File: config.mk
export PLATFORM = sky130hd
export DESIGN_NAME = fifo_wr_arbiter
export DESIGN_NICKNAME = d
export VERILOG_FILES = /design/src/rtl/fifo_arb_pkg.sv /design/src/rtl/fifo_wr_arbiter_rr_pick.sv /design/src/rtl/fifo_wr_arbiter.sv
export SDC_FILE = /design/constraint.sdc
export NUM_CORES = 1
export LEC_CHECK = 0
export ABC_AREA = 1
export BUFFER_PORTS_ARGS = -buffer_cell sky130_fd_sc_hd__buf_4
export CAP_MARGIN = 40
export CORE_ASPECT_RATIO = 2
export CORE_MARGIN = 8
export CORE_UTILIZATION = 45
export CTS_CLUSTER_SIZE = 20
export DETAILED_ROUTE_END_ITERATION = 6
export PLACE_DENSITY_LB_ADDON = 0.3
export SLEW_MARGIN = 10
export SYNTH_ARGS = -nofsm -noshare
export SYNTH_HDL_FRONTEND = slang
export SYNTH_SLANG_ARGS = --single-unit
export TNS_END_PERCENT = 100
File: constraint.sdc
create_clock -name clk -period 3.7 [get_ports clk]
set_input_delay 1.11 -clock clk [delete_from_list [all_inputs] [get_ports clk]]
set_output_delay 1.11 -clock clk [all_outputs]
set_load 0.01 [all_outputs]
File: src/rtl/fifo_arb_pkg.sv
// Shared types and helpers for the FIFO write-port arbiter.
package fifo_arb_pkg;

   typedef enum logic {
      ARB_IDLE   = 1'b0,
      ARB_LOCKED = 1'b1
   } arb_state_e;

   // Modulo-n increment of a requester index.
   function automatic int unsigned rr_next(input int unsigned ptr, input int unsigned n);
      return (ptr + 32'd1 >= n) ? 32'd0 : ptr + 32'd1;
   endfunction

endpackage

File: src/rtl/fifo_wr_arbiter_rr_pick.sv
// Rotating priority encoder: first set request at or after start_i, wrapping.
module rr_pick
   import fifo_arb_pkg::*;
#(
   parameter int unsigned N  = 4,
   parameter int unsigned IW = 2
) (
   input  logic [N-1:0]  req_i,
   input  logic [IW-1:0] start_i,
   output logic [N-1:0]  grant_o,
   output logic [IW-1:0] idx_o,
   output logic          any_o
);

   int unsigned   j;
   logic [IW-1:0] jw;

   // Walk the requests from start_i and take the first one found.
   always_comb begin
      grant_o = '0;
      idx_o   = '0;
      any_o   = 1'b0;
      j       = 32'd0;
      jw      = '0;
      for (int unsigned k = 0; k < N; k++) begin
         j = 32'(start_i) + k;
         if (j >= N) j = j - N;
         jw = IW'(j);
         if (!any_o && req_i[jw]) begin
            any_o       = 1'b1;
            grant_o[jw] = 1'b1;
            idx_o       = jw;
         end
      end
   end

endmodule

File: src/rtl/fifo_wr_arbiter.sv
// Round-robin arbiter sharing one FIFO write port among NUM_REQ producers,
// with burst lock on req_last. Optional per-requester beat counters are
// built when FIFO_ARB_STATS_EN is defined.
module fifo_wr_arbiter
   import fifo_arb_pkg::*;
#(
   parameter int unsigned NUM_REQ    = 4,
   parameter int unsigned DATA_WIDTH = 8,
   parameter int unsigned CNT_WIDTH  = 16
) (
   input  logic                          clk,
   input  logic                          reset,
   input  logic [NUM_REQ-1:0]            req_valid,
   input  logic [NUM_REQ-1:0]            req_last,
   input  logic [NUM_REQ*DATA_WIDTH-1:0] req_data,
   output logic [NUM_REQ-1:0]            req_ready,
   output logic                          fifo_write_en,
   output logic [DATA_WIDTH-1:0]         fifo_d_in,
   input  logic                          fifo_full,
   output logic [$clog2(NUM_REQ)-1:0]    grant_id,
   output logic                          locked
`ifdef FIFO_ARB_STATS_EN
   ,
   input  logic                          stat_clr,
   output logic [NUM_REQ*CNT_WIDTH-1:0]  stat_beats
`endif
);

   localparam int unsigned IW = $clog2(NUM_REQ);

   arb_state_e    state_q, state_d;
   logic [IW-1:0] prio_q, prio_d;
   logic [IW-1:0] owner_q, owner_d;

   logic [NUM_REQ-1:0] pick_grant;
   logic [IW-1:0]      pick_idx;
   logic               pick_any;
   logic [IW-1:0]      win_idx;

   rr_pick #(
      .N  (NUM_REQ),
      .IW (IW)
   ) u_pick (
      .req_i   (req_valid),
      .start_i (prio_q),
      .grant_o (pick_grant),
      .idx_o   (pick_idx),
      .any_o   (pick_any)
   );

   // State, priority pointer and burst owner registers.
   always_ff @(posedge clk) begin
      if (reset) begin
         state_q <= ARB_IDLE;
         prio_q  <= '0;
         owner_q <= '0;
      end else begin
         state_q <= state_d;
         prio_q  <= prio_d;
         owner_q <= owner_d;
      end
   end

   // Next-state and zero-latency handshake outputs; full or reset freezes everything.
   always_comb begin
      state_d   = state_q;
      prio_d    = prio_q;
      owner_d   = owner_q;
      req_ready = '0;
      win_idx   = '0;
      if (!reset && !fifo_full) begin
         unique case (state_q)
            ARB_IDLE: begin
               if (pick_any) begin
                  req_ready = pick_grant;
                  win_idx   = pick_idx;
                  if (req_last[pick_idx]) begin
                     prio_d = IW'(rr_next(32'(pick_idx), NUM_REQ));
                  end else begin
                     state_d = ARB_LOCKED;
                     owner_d = pick_idx;
                  end
               end
            end
            ARB_LOCKED: begin
               if (req_valid[owner_q]) begin
                  req_ready[owner_q] = 1'b1;
                  win_idx            = owner_q;
                  if (req_last[owner_q]) begin
                     state_d = ARB_IDLE;
                     prio_d  = IW'(rr_next(32'(owner_q), NUM_REQ));
                  end
               end
            end
            default: state_d = ARB_IDLE;
         endcase
      end
   end

   // Data mux toward the FIFO; zero when nothing is written.
   always_comb begin
      fifo_write_en = |req_ready;
      grant_id      = win_idx;
      fifo_d_in     = '0;
      if (fifo_write_en) fifo_d_in = req_data[32'(win_idx)*DATA_WIDTH +: DATA_WIDTH];
   end

   assign locked = (state_q == ARB_LOCKED);

`ifdef FIFO_ARB_STATS_EN
   logic [CNT_WIDTH-1:0] cnt_q [NUM_REQ];

   // Saturating accept counters; clear wins over a same-cycle increment.
   always_ff @(posedge clk) begin
      if (reset || stat_clr) begin
         for (int unsigned i = 0; i < NUM_REQ; i++) cnt_q[i] <= '0;
      end else begin
         for (int unsigned i = 0; i < NUM_REQ; i++) begin
            if (req_ready[i] && (cnt_q[i] != '1)) cnt_q[i] <= cnt_q[i] + CNT_WIDTH'(1);
         end
      end
   end

   for (genvar g = 0; g < NUM_REQ; g++) begin : g_stat
      assign stat_beats[g*CNT_WIDTH +: CNT_WIDTH] = cnt_q[g];
   end
`endif

endmodule

# [Word level (Yosys, flattened, before mapping)]
# Index checks and enable logic that the tools add are counted.
[op_classes] add_sub_neg=9 bitwise=5 n_eq_ne=4 shift=1 muxes=61 order_cmp=17 reduce_logical=17
[op_table] cell="2-bit 2-to-1 mux" count=17
[op_table] cell="32-bit by 6-bit variable part select with 8-bit output" count=1
[op_table] cell="4-bit 2-to-1 mux" count=7
[op_table] cell="1-bit 2-to-1 mux" count=20
[op_table] cell="2-bit by 3-bit < comparator with 1-bit output, second input constant" count=6
[op_table] cell="3-bit greater-or-equal comparator, second input constant" count=5
[op_table] cell="1-bit binary-select mux with 2-bit select" count=7
[op_table] cell="4-bit OR" count=3
[op_table] cell="1-bit demux with 2-bit select" count=5
[op_table] cell="2-bit by 1-bit greater-or-equal comparator with 1-bit output, second input constant" count=5
[op_table] cell="2-bit by 1-bit adder with 3-bit output, second input constant" count=3
[op_table] cell="1-bit logical AND" count=9
[op_table] cell="8-bit 2-to-1 mux" count=1
[op_table] cell="2-bit case mux with 2 select lines" count=2
[op_table] cell="4-bit case mux with 2 select lines" count=1
[op_table] cell="2-bit by 1-bit subtractor with 2-bit output, second input constant" count=4
[op_table] cell="2-bit by 2-bit adder with 3-bit output, second input constant" count=2
[op_table] cell="1-bit zero test" count=5
[op_table] cell="5-bit AND reduction" count=1
[op_table] cell="2-bit by 1-bit inequality test with 1-bit output, second input constant" count=2
[op_table] cell="2-bit inequality test, second input constant" count=2
[op_table] cell="4-bit AND reduction" count=1
[op_table] cell="4-bit OR reduction" count=1
[op_table] cell="2-bit by 3-bit greater-or-equal comparator with 1-bit output, second input constant" count=1
[op_table] cell="other kinds (2)" count=3
[word_totals] word_cells=117 regBits=5 out_inout_bits=16 inputBits=43

# [Longest topological paths before layout]
# Gate-level depths: netlist of the first run.
[logic_depth] word_depth=20 ltp_mapped=17 mapped_depth_nobuf=17

# [Modules after synthesis]
# A second synthesis of the first run with hierarchy kept.
[hier_totals] cells_unflattened=265 area_unflattened_um2=1457.6
[modules_own_cells] module="fifo_wr_arbiter" seq_area_each_um2=100.1 area_per_inst_um2=1017.2 instances=1 cells_each=191
[modules_own_cells] module="rr_pick" seq_area_each_um2=0.0 area_per_inst_um2=440.4 instances=1 cells_each=74

# [Worst setup path after synthesis of the first run]
# OpenSTA, ideal clock, no wires.
[synth_timing] kind="input-to-output" start="input port req_valid[1]" end="output port fifo_d_in[0]" arrival_ps=2628 path_buffers=1 required_time_ps=2590 slack_ps=-38 stages=15 path_cell_list="nand2_1 nand2_2 nand2_4 nand2_4 inv_4 nand4_1 nand2_1 nand2_4 nand2_4 o21ai_4 nand2_4 buf_6 a21oi_1 nand2_1 a21oi_1"
[synth_between] elab_chain_cells=17 elab_cells_between_ends=42 classes_between="shift (1); mux (31); bitwise (3); reduce/logical (7)"
[synth_lines] element="from (decl)" line="fifo_wr_arbiter.sv:13" text="input logic [NUM_REQ-1:0] req_valid,"
[synth_lines] element="1-bit binary-select mux with 2-bit select" line="fifo_wr_arbiter_rr_pick.sv:29" text="if (!any_o && req_i[jw]) begin"
[synth_lines] element="1-bit 2-to-1 mux (implied by the code)" line="fifo_wr_arbiter_rr_pick.sv:29"
[synth_lines] element="1-bit 2-to-1 mux" line="fifo_wr_arbiter_rr_pick.sv:29"
[synth_lines] element="1-bit zero test" line="fifo_wr_arbiter_rr_pick.sv:29"
[synth_lines] element="1-bit logical AND" line="fifo_wr_arbiter_rr_pick.sv:29"
[synth_lines] element="1-bit 2-to-1 mux" line="fifo_wr_arbiter_rr_pick.sv:29"
[synth_lines] element="1-bit zero test" line="fifo_wr_arbiter_rr_pick.sv:29"
[synth_lines] element="1-bit logical AND" line="fifo_wr_arbiter_rr_pick.sv:29"
[synth_lines] element="1-bit 2-to-1 mux" line="fifo_wr_arbiter_rr_pick.sv:29"
[synth_lines] element="1-bit zero test" line="fifo_wr_arbiter_rr_pick.sv:29"
[synth_lines] element="1-bit logical AND" line="fifo_wr_arbiter_rr_pick.sv:29"
[synth_lines] element="2-bit 2-to-1 mux (tied with other cells)" line="fifo_wr_arbiter_rr_pick.sv:29"
[synth_lines] element="2-bit 2-to-1 mux / 4-bit 2-to-1 mux (equally long branches)" line="fifo_wr_arbiter.sv:74" text="if (pick_any) begin"
[synth_lines] element="2-bit case mux with 2 select lines / 4-bit case mux with 2 select lines (equally long branches)" line="fifo_wr_arbiter.sv:72" text="unique case (state_q)"
[synth_lines] element="2-bit 2-to-1 mux / 4-bit 2-to-1 mux (equally long branches)" line="fifo_wr_arbiter.sv:71" text="if (!reset && !fifo_full) begin"
[synth_lines] element="32-bit by 6-bit variable part select with 8-bit output / 4-bit OR reduction (equally long branches)" line="fifo_wr_arbiter.sv:105, fifo_wr_arbiter.sv:102"
[synth_lines] element="8-bit 2-to-1 mux (*)" line="fifo_wr_arbiter.sv:105" text="if (fifo_write_en) fifo_d_in = req_data[32'(win_idx)*DATA_WIDTH +: DATA_WIDTH];"
[synth_lines] element="to (decl)" line="fifo_wr_arbiter.sv:18" text="output logic [DATA_WIDTH-1:0] fifo_d_in,"
# Every way passes the cells marked *; elsewhere a longest branch is shown, timed or not. The select of a mux whose other input is x is not followed.

# [Worst setup path in the final report of the first run]
[layout_timing] start="input port req_valid[2]" end="output port fifo_d_in[4]"
# Same word-level chain as after synthesis.

==> results.yml, run 1 <==
outcome:
  violations: "setup timing"
  run_status: "complete, but fails checks"
critical_path:
  cp_top_family: "simple AND/OR/NAND/NOR gates"
  path_cells: "buf_8 > nand2_4 > nand3_4 > nand2_4 > inv_4 > nor2_1 > nand2_1 > nand3_1 > nand2_2 > a21oi_4 > inv_4 > a21oi_1 > nand2_1 > a21oi_2 > buf_4"
  critPathArrivalTime_ns: 2.95
  cp_slowest_stage_delay_ns: 0.22
  worstSetupStartpointType: "input pin"
  worst_path_max_delay_cell: "sky130_fd_sc_hd__nor2_1"
  critical_path.max_fanout: 16
  critical_path.n_buffers_inverters: 4
  cp.required_ns: 2.59
  end_kind: "output port"
  crit_type: "in -> out"
clock_network:
  clk_transition_reported_paths_ns: 0.04
  cts_buffer_depth: 2
  cts.sinks: 5
  h_tree_depth: 1
  numCtsBuffers: 3
  clk_tree_root_cell: "sky130_fd_sc_hd__clkbuf_8"
  worst_skew_pair_latency_ns: 0.22
  post_cts_hold_fix_bufs: 0
  tritoncts: "built"
placed_design:
  portBuffers: 58
  placedInstanceArea_mm2: 0.00220
  dp_worst_setup_slack_ns: -0.283
  place.detailed.hpwl_mm: 4.04
  globalplace.congestion: 0.865
  placed_cells_incl_taps: 369
floorplanning:
  ports_placed_on_the_boundary: 59
  die_x_um: 56.3
  die-height_um: 96.7
  fp-row-count: 29
  coreArea_mm2: 0.00316
  initial_utilization_pct: 46.4
  dieArea_mm2: 0.00544
power:
  pwr-share-clk_pct: 5.1
  power-per-cell-area_mw_per_mm2: 780
  switching_power_mw: 1.04
  cellLeakagePower_nw: 1.39
  p_sw_share_pct: 52.4
  combPwrFrac_pct: 90.3
  seq_power_share_pct: 4.6
  worst_ir_drop_vdd_v: 0.000605
  totalPowerFinal_mw: 1.98
  p_int_uw: 942
layout:
  final_util_pct: 80.3
  layout.cells.most_common_list: "sky130_fd_sc_hd__buf_4 (91), sky130_fd_sc_hd__nand2_1 (48), sky130_fd_sc_hd__inv_1 (40), sky130_fd_sc_hd__nand3_1 (25), sky130_fd_sc_hd__nand2_4 (16)"
  diodes: 0
  post_layout_nonfiller_instances: 387
  layout-drive-gt1-share_pct: 48.0
  post_synthesis_to_final_layout_area_growth_pct: 73.2
  num-nets-final: 411
  leading_cell_type_in_the_layout_fill_and_taps_excluded: "sky130_fd_sc_hd__buf_4"
  layout.cell_area.non_filler_mm2: 0.00254
routing:
  first_iteration_detailed_routing_drc_count: 68
  via_count: 2139
  antenna_violating_nets_post_route: 0
  drt-pass1-iter-count: 4
  routed_via_density: 5.53
  post-route-drc-count: 0
  detail_route.wirelength_mm: 5.95
  post_drt_wl_per_cell_um: 15.4
min_path:
  worst_min_delay_path_class: "reg -> reg"
yosys:
  syn_avg_cell_area_um2: 5.79
  seq_area_frac_synth_pct: 6.84
  synth_top_flop_cell: "sky130_fd_sc_hd__dfxtp_1"
  main_combinational_cell_family_by_area_after_synthesis: "simple AND/OR/NAND/NOR gates"
  synth_nets: 307
  synth_compound_gate_area_share_pct: 18.2
  ys_warn_count: 0
  post_synth_inst_count: 253
  synth_edf_count: 0
  synth_area_mm2: 0.00146
  synth_xor_xnor_area_share_pct: 0
  synthDistinctLibCells: 31
  synth.ff_latch_count: 5
  synth_simple_gate_area_share_pct: 49.7
  synth_mux_area_share_pct: 0
  postSynth.asyncResetShare_pct: 0
  fraction_of_the_mapped_netlist_area_in_adder_cells_pct: 9.40
run:
  drv.max_cap_violation_count: 0
sta:
  tightest_slew_ns: 0.325
  timing.slew.headroom_pct: 78.1
  timing.final.ws_setup_ns: -0.361
  fin_crit_ns: 4.06
  finalClockSkew_ns: 0.00293
  period_share_pct: 110
  max_fclk_mhz: 246
  maxSlewViolCount: 0
  setup-violations-final: 10
  final_hold_vios: 0
  unrepaired_setup_endpoints_after_global_routing: "true"
grt:
  antenna_found_initial: 0
  total_gr_overflow: 0
  number_of_global_route_vias_before_repair: 1930
  largest_net_degree_at_the_start_of_global_routing: 26
  grt_first_pass_wirelength_mm: 7.89
  grtUsageTotal_pct: 16.5
## area by class of cell
cell class / instances / area, um2
repair buffers: 102 / 827
flip-flops and latches: 5 / 101
multi-input cells: 194 / 1320
well taps: 31 / 38.8
clock buffers: 4 / 45.0
fillers: 220 / 621
inverters: 51 / 206
## cell usage after synthesis, types with 3 or more instances
cell	number	area [um2]
sky130_fd_sc_hd__inv_2	3	11.3
sky130_fd_sc_hd__a21oi_2	3	26.3
sky130_fd_sc_hd__ha_1	11	138
sky130_fd_sc_hd__nand2_2	7	43.8
sky130_fd_sc_hd__inv_1	46	173
sky130_fd_sc_hd__nor2_1	7	26.3
sky130_fd_sc_hd__nand3_1	28	140
sky130_fd_sc_hd__o211ai_1	3	22.5
sky130_fd_sc_hd__o21ai_0	7	35.0
sky130_fd_sc_hd__dfxtp_1	5	100
sky130_fd_sc_hd__or2_0	3	18.8
sky130_fd_sc_hd__a21oi_1	24	120
sky130_fd_sc_hd__nand3b_1	8	60.1
sky130_fd_sc_hd__nand2_1	57	214
sky130_fd_sc_hd__nand4_1	7	43.8
sky130_fd_sc_hd__nand2_4	6	67.6
sky130_fd_sc_hd__or2_2	5	31.3
sky130_fd_sc_hd__or2_1	5	31.3
## worst min-delay path, delay by kind of cell (launching register included)
family	cells	cell delay, ns
AO/OA/AOI/OAI	1	0.06
flip-flops	1	0.38
AND/OR/NAND/NOR	1	0.10
## flip-flops by register name, summed over array words and instances (netlist names)
signal,count
owner_q,2
prio_q,2
locked,1
## what timing repair did
action / 4_1_cts / 5_1_grt
resized for setup: 14 / 35
setup buffers: 3 / 12
gates cloned: 0 / 2
pin swaps: 4 / 25
endpoints found under the setup margin: 12 / 13
hold endpoints to repair: 0 / 0
## power groups by stage
stage               Sequential [mW]  Clock [mW]  Combinational, mW
floorplan                     0.104           0              0.883
global placement             0.0905           0               1.44
detailed placement           0.0909           0               1.47
CTS                          0.0901       0.101               1.50
global route                 0.0920       0.108               1.92
finish                       0.0911       0.100               1.79
## worst paths after layout
| kind | startpoint | endpoint | slack (ns) | cells after the start |
|---|---|---|---|---|
| max | req_valid[2] | fifo_d_in[4] | -0.36 | 15 |
| min | owner_q[1]$_SDFFE_PP0P_ | owner_q[1]$_SDFFE_PP0P_ | 0.59 | 2 |
| max reg2reg | prio_q[1]$_SDFFE_PP0P_ | owner_q[1]$_SDFFE_PP0P_ | 1.07 | 17 |
| min reg2reg | owner_q[1]$_SDFFE_PP0P_ | owner_q[1]$_SDFFE_PP0P_ | 0.59 | 2 |
## metal layers
layer	routed length [um]	global-route usage, %	up-vias
met3	398	4.58	26
li1	-	-	1024
met1	1870	13.4	984
met5	0	0	-
met2	3420	34.0	105
met4	253	6.15	0
## cell families after synthesis
logic type      count (synthesis)
flops                           5
fa+ha+maj                      11
simple gates                  138
compound gates                 43
buf+inv                        56
## metrics by stage
stage	TNS, ns	hold WS, ns
finish	-2.59	0.590
global route	-3.74	0.609
CTS	-1.21	0.577
detailed placement	-2.45	0.572
global placement	-1.92	0.554
floorplan	0	0.486
No activity file was read; power rests on OpenSTA's default activity.
==> run 2: changes to the inputs <==
PLACE_DENSITY = 0.8   (was default)
PLACE_DENSITY_LB_ADDON = default   (was 0.3)
SYNTH_HIERARCHICAL = 1   (was default)
==> results.yml, run 2 <==
yosys:
  most_instantiated_cells_after_synthesis: "sky130_fd_sc_hd__nand2_1 (70), sky130_fd_sc_hd__inv_1 (48), sky130_fd_sc_hd__nand3_1 (42)"
  netlist_top_cells_area: "sky130_fd_sc_hd__nand2_1 (18%), sky130_fd_sc_hd__nand3_1 (14%), sky130_fd_sc_hd__inv_1 (12%), sky130_fd_sc_hd__ha_1 (8.6%), sky130_fd_sc_hd__dfxtp_1 (6.9%)"
  seq_area_frac_synth_pct: 6.87
  main_combinational_cell_family_by_area_after_synthesis: "simple AND/OR/NAND/NOR gates"
  synth_nets: 318
  synth_top_flop_cell: "sky130_fd_sc_hd__dfxtp_1"
  synth_simple_gate_area_share_pct: 55.5
  synth_edf_count: 0
  ys_warn_count: 6
  synth_area_mm2: 0.00146
  synth_mux_area_share_pct: 0
  synthMostInstantiatedCell: "sky130_fd_sc_hd__nand2_1"
  synth.ff_latch_count: 5
  yosysTopAreaCell: "sky130_fd_sc_hd__nand2_1"
  postSynth.asyncResetShare_pct: 0
  synth_compound_gate_area_share_pct: 13.2
  post_synth_inst_count: 265
  fraction_of_the_mapped_netlist_area_in_adder_cells_pct: 8.58
  synth_top_cell_area_share_pct: 18.0
  synth_xor_xnor_area_share_pct: 0
  synthDistinctLibCells: 24
  syn_avg_cell_area_um2: 5.50
clock_network:
  clk_tree_root_cell: "sky130_fd_sc_hd__clkbuf_8"
  tritoncts: "built"
  numCtsBuffers: 3
  clk_transition_reported_paths_ns: 0.03
  cts.sinks: 5
  h_tree_depth: 1
  post_cts_hold_fix_bufs: 0
  cts_buffer_depth: 2
  worst_skew_pair_latency_ns: 0.22
critical_path:
  crit_type: "in -> out"
  critical_path.max_fanout: 6
  end_kind: "output port"
  worst_path_max_delay_cell: "sky130_fd_sc_hd__a21oi_2"
  critPathArrivalTime_ns: 2.87
  cp_top_family: "simple AND/OR/NAND/NOR gates"
  cp_slowest_stage_delay_ns: 0.19
  worstSetupStartpointType: "input pin"
  cp.required_ns: 2.59
  critical_path.n_buffers_inverters: 5
  path_cells: "buf_8 > nand2_4 > nand2_4 > nand2_2 > nand2_2 > nor2_4 > nand4_1 > nand2_2 > buf_6 > o21ai_4 > buf_6 > buf_6 > nand3_1 > nand3_1 > a21oi_2 > buf_4"
layout:
  post_layout_nonfiller_instances: 393
  num-nets-final: 416
  leading_cell_type_in_the_layout_fill_and_taps_excluded: "sky130_fd_sc_hd__buf_4"
  post_synthesis_to_final_layout_area_growth_pct: 74.7
  layout-drive-gt1-share_pct: 47.5
  diodes: 0
  layout.cells.most_common_list: "sky130_fd_sc_hd__buf_4 (81), sky130_fd_sc_hd__nand2_1 (53), sky130_fd_sc_hd__inv_1 (42), sky130_fd_sc_hd__nand3_1 (30), sky130_fd_sc_hd__nand2_2 (16)"
sta:
  setup_total_negative_slack_ns: -2.10
  setup-violations-final: 10
  tightest_slew_ns: 0.366
  maxSlewViolCount: 0
  timing.slew.headroom_pct: 75.6
  period_share_pct: 107
  max_fclk_mhz: 251
  unrepaired_setup_endpoints_after_global_routing: "true"
  fin_crit_ns: 3.98
  timing.final.ws_setup_ns: -0.277
  finalClockSkew_ns: 0.00294
  final_hold_vios: 0
floorplanning:
  die_x_um: 56.2
  coreArea_mm2: 0.00312
  ports_placed_on_the_boundary: 59
  die-height_um: 96.5
  fp-row-count: 29
  dieArea_mm2: 0.00543
  initial_utilization_pct: 46.7
grt:
  grt_first_pass_wirelength_mm: 10.6
  number_of_global_route_vias_before_repair: 2342
  total_gr_overflow: 0
  antenna_found_initial: 0
  largest_net_degree_at_the_start_of_global_routing: 13
  grtUsageTotal_pct: 23.7
min_path:
  worst_min_delay_path_class: "reg -> reg"
routing:
  antenna_violating_nets_post_route: 0
  first_iteration_detailed_routing_drc_count: 100
  post-route-drc-count: 0
  detail_route.wirelength_mm: 6.56
  post_drt_wl_per_cell_um: 16.7
  via_count: 2195
  drt-pass1-iter-count: 4
  routed_via_density: 5.59
outcome:
  violations: "setup timing"
  run_status: "complete, but fails checks"
run:
  drv.max_cap_violation_count: 0
placed_design:
  portBuffers: 58
  dp_worst_setup_slack_ns: -0.229
  place.detailed.hpwl_mm: 4.51
  placed_cells_incl_taps: 380
  globalplace.congestion: 0.877
power:
  worst_ir_drop_vdd_v: 0.000673
  power-per-cell-area_mw_per_mm2: 892
  totalPowerFinal_mw: 2.27
  cellLeakagePower_nw: 1.42
## run 2: cell count changes after synthesis, sizes merged, moves of 2 or more
cell / previous run / this run
o211ai: 3 / 1
nor2: 8 / 15
nand3: 31 / 47
or2: 13 / 0
nand2: 70 / 83
a21boi: 0 / 4
a21oi: 27 / 19
## run 2: where the power goes
part	leakage, nW	internal [mW]	total (mW)	switching [mW]
combinational	1.36	0.889	2.07	1.18
sequential	0.0414	0.0783	0.104	0.0259
clock	0.0228	0.0741	0.102	0.0282
## run 2: logic make-up after synthesis
group	Yosys count
buffers and inverters	57
adder cells (fa/ha/maj)	10
AND/OR/NAND/NOR	161
AO/OA/AOI/OAI	32
flip-flops	5
## run 2: path summary, 6_finish.rpt
kind,from,endpoint,slack (ns),cells past startpoint
setup / recovery,req_valid[3],fifo_d_in[3],-0.28,16
hold / removal,prio_q[1]$_SDFFE_PP0P_,prio_q[1]$_SDFFE_PP0P_,0.67,3
setup reg to reg,prio_q[1]$_SDFFE_PP0P_,prio_q[0]$_SDFFE_PP0P_,0.99,20
hold reg to reg,prio_q[1]$_SDFFE_PP0P_,prio_q[1]$_SDFFE_PP0P_,0.67,3
## run 2: per-layer routing
layer	vias to the layer above	GRT usage [%]	share of wire [%]	wire [um]
li1	1045	-	-	-
met1	1009	19.5	31	2070
met2	114	49.1	57	3770
met3	27	4.58	6.4	417
met4	0	14.3	4.7	306
met5	-	0	0	0
## run 2: worst min-delay path, stage by stage, from the launching register on
cell	delay, ns
sky130_fd_sc_hd__dfxtp_1	0.31
sky130_fd_sc_hd__buf_4	0.17
sky130_fd_sc_hd__nor2_1	0.10
sky130_fd_sc_hd__nor2_1	0.05
## run 2: per-stage QoR
step / hold WS (ns) / instance area [um2] / utilization (%)
3_5_place_dp: 0.660 / 2240 / 71.7
2_1_floorplan: 0.560 / 1560 / -
4_1_cts: 0.662 / 2500 / 80.1
6_report: 0.666 / 2550 / 81.6
3_3_place_gp: 0.641 / 2240 / 71.7
5_1_grt: 0.701 / 2550 / 81.6
## run 2: timing repair
item,CTS,global route
pin swaps,30,15
endpoints found under the hold margin,0,0
resized for setup,38,15
gates cloned,4,0
setup endpoints to repair,10,15
setup buffers,5,0
## run 2: cell type report
| type | instances | area, um2 |
|---|---|---|
| multi-input combinational | 205 | 1370 |
| timing repair buffer | 95 | 778 |
| fill | 210 | 574 |
| inverter | 52 | 210 |
| sequential | 5 | 101 |
| clock buffer | 4 | 45.0 |
| tap | 31 | 38.8 |
| timing repair inverter | 1 | 7.51 |
